## src/rtl/i2c_master_core.sv

```systemverilog
// rtl/i2c_master_core.sv - single-master I2C controller: START, addr+R/W, N data bytes, STOP
// Optional I2C_CLK_STRETCH_EN: freezes SCL high-phase timing while a target holds SCL low.
module i2c_master_core #(
  parameter int CLK_DIV = 250,
  parameter int LEN_W   = 4
) (
  input  logic             clk,
  input  logic             rst_n,
  input  logic             i_cmd_valid,
  output logic             o_cmd_ready,
  input  logic [6:0]       i_cmd_addr,
  input  logic             i_cmd_rw,
  input  logic [LEN_W-1:0] i_cmd_len,
  input  logic [7:0]       i_tx_data,
  output logic             o_tx_ack,
  output logic [7:0]       o_rx_data,
  output logic             o_rx_valid,
  output logic             o_busy,
  output logic             o_done,
  output logic             o_nack_err,
  input  logic             i_scl_in,
  input  logic             i_sda_in,
  output logic             o_scl_oe,
  output logic             o_sda_oe
);

  localparam int QW = (CLK_DIV > 1) ? $clog2(CLK_DIV) : 1;

  typedef enum logic [3:0] {
    S_IDLE, S_START, S_ADDR, S_ADDR_ACK, S_WRITE, S_WR_ACK, S_READ, S_RD_ACK, S_STOP
  } state_t;

  state_t           r_state;
  logic [QW-1:0]    r_qcnt;
  logic [1:0]       r_q;
  logic [2:0]       r_bit;
  logic [7:0]       r_shift;
  logic             r_rw;
  logic             r_sample;
  logic [LEN_W-1:0] r_len;

  logic w_qend;
  logic w_freeze;
  logic w_tick;
  logic w_more;

`ifdef I2C_CLK_STRETCH_EN
  logic w_bit_state;
  // Only bit phases stretch; START/STOP drive SCL themselves and must never stall.
  assign w_bit_state = !(r_state inside {S_IDLE, S_START, S_STOP});
  assign w_freeze    = w_bit_state && r_q[1] && !i_scl_in;
`else
  logic w_unused_scl;
  assign w_unused_scl = i_scl_in;
  assign w_freeze     = 1'b0;
`endif

  assign w_qend = (r_qcnt == QW'(CLK_DIV - 1));
  assign w_tick = w_qend && !w_freeze;
  assign w_more = (r_len > LEN_W'(1));

  always_ff @(posedge clk or negedge rst_n) begin
    if (!rst_n) begin
      r_state     <= S_IDLE;
      r_qcnt      <= '0;
      r_q         <= 2'd0;
      r_bit       <= 3'd7;
      r_shift     <= 8'h00;
      r_rw        <= 1'b0;
      r_sample    <= 1'b1;
      r_len       <= '0;
      o_cmd_ready <= 1'b1;
      o_tx_ack    <= 1'b0;
      o_rx_data   <= 8'h00;
      o_rx_valid  <= 1'b0;
      o_busy      <= 1'b0;
      o_done      <= 1'b0;
      o_nack_err  <= 1'b0;
      o_scl_oe    <= 1'b0;
      o_sda_oe    <= 1'b0;
    end else begin
      o_tx_ack   <= 1'b0;
      o_rx_valid <= 1'b0;
      o_done     <= 1'b0;
      if (r_state == S_IDLE) begin
        r_qcnt <= '0;
        r_q    <= 2'd0;
        if (o_cmd_ready && i_cmd_valid) begin
          o_cmd_ready <= 1'b0;
          o_busy      <= 1'b1;
          o_nack_err  <= 1'b0;
          r_shift     <= {i_cmd_addr, i_cmd_rw};
          r_rw        <= i_cmd_rw;
          r_len       <= i_cmd_len;
          r_bit       <= 3'd7;
          r_state     <= S_START;
        end else begin
          o_cmd_ready <= 1'b1;
          o_busy      <= 1'b0;
        end
      end else begin
        if (!w_freeze) r_qcnt <= w_qend ? '0 : r_qcnt + QW'(1);
        // The write byte is taken in the tx_ack cycle so the host may change it afterwards.
        if (r_state == S_WRITE && o_tx_ack) begin
          r_shift  <= i_tx_data;
          o_sda_oe <= ~i_tx_data[7];
        end
        if (w_tick) begin
          r_q <= r_q + 2'd1;
          case (r_state)
            S_START: begin
              case (r_q)
                2'd1: o_sda_oe <= 1'b1;
                2'd2: o_scl_oe <= 1'b1;
                2'd3: begin
                  r_state  <= S_ADDR;
                  o_sda_oe <= ~r_shift[7];
                end
                default: ;
              endcase
            end
            S_STOP: begin
              case (r_q)
                2'd0: o_scl_oe <= 1'b0;
                2'd1: o_sda_oe <= 1'b0;
                2'd2: begin
                  o_done  <= 1'b1;
                  r_state <= S_IDLE;
                end
                default: ;
              endcase
            end
            default: begin
              case (r_q)
                2'd1: o_scl_oe <= 1'b0;
                2'd2: begin
                  r_sample <= i_sda_in;
                  if (r_state == S_READ) r_shift <= {r_shift[6:0], i_sda_in};
                end
                2'd3: begin
                  o_scl_oe <= 1'b1;
                  case (r_state)
                    S_ADDR, S_WRITE: begin
                      if (r_bit == 3'd0) begin
                        o_sda_oe <= 1'b0;
                        r_state  <= (r_state == S_ADDR) ? S_ADDR_ACK : S_WR_ACK;
                      end else begin
                        r_bit    <= r_bit - 3'd1;
                        r_shift  <= {r_shift[6:0], 1'b0};
                        o_sda_oe <= ~r_shift[6];
                      end
                    end
                    S_ADDR_ACK: begin
                      r_bit <= 3'd7;
                      if (r_sample || r_len == '0) begin
                        if (r_sample) o_nack_err <= 1'b1;
                        o_sda_oe <= 1'b1;
                        r_state  <= S_STOP;
                      end else if (r_rw) begin
                        r_state <= S_READ;
                      end else begin
                        o_tx_ack <= 1'b1;
                        r_state  <= S_WRITE;
                      end
                    end
                    S_WR_ACK: begin
                      if (r_len != '0) r_len <= r_len - LEN_W'(1);
                      r_bit <= 3'd7;
                      if (r_sample || !w_more) begin
                        if (r_sample) o_nack_err <= 1'b1;
                        o_sda_oe <= 1'b1;
                        r_state  <= S_STOP;
                      end else begin
                        o_tx_ack <= 1'b1;
                        r_state  <= S_WRITE;
                      end
                    end
                    S_READ: begin
                      if (r_bit == 3'd0) begin
                        o_rx_data  <= r_shift;
                        o_rx_valid <= 1'b1;
                        o_sda_oe   <= w_more;
                        r_state    <= S_RD_ACK;
                      end else begin
                        r_bit <= r_bit - 3'd1;
                      end
                    end
                    S_RD_ACK: begin
                      if (r_len != '0) r_len <= r_len - LEN_W'(1);
                      r_bit <= 3'd7;
                      if (w_more) begin
                        o_sda_oe <= 1'b0;
                        r_state  <= S_READ;
                      end else begin
                        o_sda_oe <= 1'b1;
                        r_state  <= S_STOP;
                      end
                    end
                    default: ;
                  endcase
                end
                default: ;
              endcase
            end
          endcase
        end
      end
    end
  end

endmodule

```

## config.mk

```make
export PLATFORM = sky130hd
export DESIGN_NAME = i2c_master_core
export DESIGN_NICKNAME = d
export VERILOG_FILES = /design/src/rtl/i2c_master_core.sv
export SDC_FILE = /design/constraint.sdc
export NUM_CORES = 1
export LEC_CHECK = 0
export ABC_AREA = 1
export CORE_UTILIZATION = 55
export DETAILED_ROUTE_END_ITERATION = 10
export HOLD_SLACK_MARGIN = 0.08
export PLACE_DENSITY = 0.8
export SYNTH_ARGS = -nofsm -noshare
export SYNTH_HDL_FRONTEND = slang
export SYNTH_SLANG_ARGS = --single-unit
```

## constraint.sdc

```tcl
create_clock -name clk -period 1.85 [get_ports clk]
set_input_delay 0.185 -clock clk [delete_from_list [all_inputs] [get_ports clk]]
set_output_delay 0.185 -clock clk [all_outputs]
set_load 0.03 [all_outputs]
```

==> results.yml <==
die:
  rows: 26
  die_area_mm2: 0.00570
  coreArea_mm2: 0.00514
  die_w_um: 75.5
  start_util_pct: 57.8
  ioPinCount: 41
  die_h_um: 75.5
cells_and_area:
  antenna_cells: 0
  finalNonFillerCells: 538
  multi_input_area_mm2: 0.00159
  fin_nets: 503
  fin_area_mm2: 0.00377
  layout-drive-gt1-share_pct: 19.9
  fillers: 394
  syn_to_final_growth_pct: 26.9
  register_area_mm2: 0.00119
synth:
  yosysMostFrequentCell: "nand2_1"
  yosysTopAreaCellShare_pct: 35.4
  yosysWarnings: 0
  synthArstFlopShare_pct: 100
  ys_seq_area_share_pct: 39.8
  yosys.cell_types.count: 34
  synth_ff_type: "dfrtp_1"
  synth_area_mm2: 0.00297
  synth_edf_count: 0
  synthCells: 399
  yosysTopAreaCell: "dfrtp_1"
  syn_nets: 435
  synth_area_leaders: "dfrtp_1 (35%), nand2_1 (15%), inv_1 (5.7%), o21ai_0 (5.6%), ha_1 (4.6%)"
  syn_avg_cell_area_um2: 7.44
  ys_seq_elements: 47
  synthTopCellsByCount: "nand2_1 (122), inv_1 (45), dfrtp_1 (42), o21ai_0 (33), nor2_1 (31)"
place:
  port_buffers: 39
  post-dp-hpwl_um: 5070
  place.gp.congestion: 0.903
  dp_cells: 521
  placed_cell_area_mm2: 0.00355
  dp_slack_ns: 0.0187
pwr:
  pwr-share-clk_pct: 34.7
  vdd_drop_max_mv: 0.269
  leakagePower_nw: 1.87
  p_sw_uw: 363
  power.density_mw_per_mm2: 453
  combPwrFrac_pct: 4.9
  switching_share_pct: 21.2
  cell_internal_pwr_mw: 1.34
  p_seq_share_pct: 60.4
global_routing:
  grtUsageTotal_pct: 24.2
  grt_pass1_vias: 2456
  grt_first_pass_wirelength_um: 10400
  grt.overflow.total: 0
  grt_antenna_before_repair: 0
  grt_max_degree: 48
critical_path:
  cp_slowest_cell: "dfrtp_2"
  crit_family: "simple AND/OR/NAND/NOR gates"
  start_kind: "flop"
  cp-end-kind: "flop"
  worst_r2r_endpoint: "r_len[1]$_DFFE_PN0P_"
  path_max_fanout: 5
  critical_path_class: "reg -> reg"
  regToRegSetupSlack_ns: 0.07
  crit_buf_inv: 2
  rr_worst_depth: 10
  crit_arrival_ns: 1.95
  crit_required_ns: 2.03
  r2r_start: "r_state[1]$_DFFE_PN0P_"
  critPathMaxStageDelay_ns: 0.46
  crit_chain: "nor2_4, nand2_2, nor2_4, buf_6, buf_4, o21ai_2, nor2_2, nand2_2, nand2_1, o21ai_1"
  crit_path_start: "r_state[1]$_DFFE_PN0P_"
clock_network:
  htreeDepth: 2
  cts.sinks: 47
  cts_tree: "built"
  numCtsBuffers: 5
  cts-root-buf: "clkbuf_8"
  path_clk_slew_ns: 0.08
  cts_buffer_depth: 2
  clk_latency_ns: 0.29
timing:
  fmax_mhz: 563
  post-route-min-period_ns: 1.78
  fin_ws_ns: 0.0744
  setup_viol: 0
  drv_slew: 0
  fin_skew_ns: 0.00477
  finalCritPeriodShare_pct: 96.0
  holdWs_ns: 0.400
  max_slew_margin_pct: 74.3
  fin_setup_tns_ns: 0
  hold_viol: 0
  rsz0062_at_grt: "true"
  worstMarginPinSlew_ns: 0.382
drt:
  viasPerCell: 5.34
  vias: 2873
  drtIter0Drc: 194
  wire_per_inst_um: 12.8
  routed_wl_um: 6900
  dr.pass1.iters: 7
  antenna_left: 0
  drc: 0
min_path:
  hold_class: "in -> async"
status:
  status: "completed"
job:
  drv_cap: 0
[worst max path at each step]
stage | depth (start not counted) | end | slack [ns]
floorplan | 7 | o_rx_data[4]$_DFFE_PN0P_ | 0.19
global placement | 9 | r_state[2]$_DFFE_PN0P_ | 0.08
detailed placement | 7 | o_rx_data[4]$_DFFE_PN0P_ | 0.02
CTS | 9 | r_shift[1]$_DFFE_PN0P_ | 0.03
global route | 10 | r_state[2]$_DFFE_PN0P_ | -0.06
finish | 10 | r_len[1]$_DFFE_PN0P_ | 0.07
[cell usage in the layout (no fill, tap or decap), types with 6 or more instances in the layout]
cell,n
a21oi_1,9
buf_4,24
clkdlybuf4s50_1,38
dfrtp_1,38
ha_1,11
inv_1,44
inv_2,6
nand2_1,119
nand2_2,6
nand3_1,26
nor2_1,28
nor2_2,9
nor2_4,7
o21ai_0,31
o21ai_1,8
o21ai_2,8
[tightest hold or removal path, delay by kind of cell]
kind	cells	cell delay [ns]
buffers and inverters	3	0.88
[power groups by stage]
stage	Clock, mW	Combinational, mW	Sequential [mW]
after floorplan	0	0.00683	1.05
after global placement	0	0.0827	1.05
after detailed placement	0	0.0830	1.05
after CTS	0.609	0.0849	1.03
after global routing	0.641	0.0912	1.03
final	0.593	0.0832	1.03
[metrics by stage]
stage | power, mW | utilization, %
after floorplan | 1.06 | -
after global placement | 1.13 | 69.2
after CTS | 1.73 | 71.3
after global routing | 1.76 | 73.3
final | 1.71 | 73.3
after detailed placement | 1.13 | 69.2
[sequential cells by signal (all words and copies together), names as in the netlist]
name and flops:
o_busy 1, o_cmd_ready 1, o_done 1, o_nack_err 1, o_rx_data 8, o_rx_valid 1
o_scl_oe 1, o_sda_oe 1, o_tx_ack 1, r_bit 3, r_len 4, r_q 2
r_qcnt 8, r_rw 1, r_sample 1, r_shift 8, r_state 4
[logic make-up after synthesis]
logic type	after synthesis	share of synthesized area (%)
simple gates	212	33.1
compound gates	70	13.9
buf+inv	57	7.88
flops	47	39.8
fa+ha+maj	11	4.64
xor+xnor	2	0.590
[per-layer routing]
layer | up-vias | track usage, % | wire length, um | part of all wire (%)
met4 | 0 | 8.02 | 114 | 1.7
met5 | - | 0 | 0 | 0
li1 | 1412 | - | - | -
met2 | 88 | 42.9 | 3540 | 51
met3 | 16 | 3.57 | 296 | 4.3
met1 | 1357 | 30.2 | 2940 | 43
[timing repair]
action                     in CTS  in global routing
pin swaps                       1                  7
cloned                          0                  0
hold endpoints to repair       42                  0
buffers inserted                1                  7
setup endpoints to repair       1                 17
hold buffers                    1                  0
gates resized for setup         0                 18
[final cells by class]
type,instances,share of cell area [%]
clock buffer,7,2.03
multi-input combinational,295,42.2
sequential,47,31.5
inverter,51,5.18
timing repair buffer,67,16.6
clock inverter,1,0.133
tap,70,2.32
(Power assumes the default switching activity.)
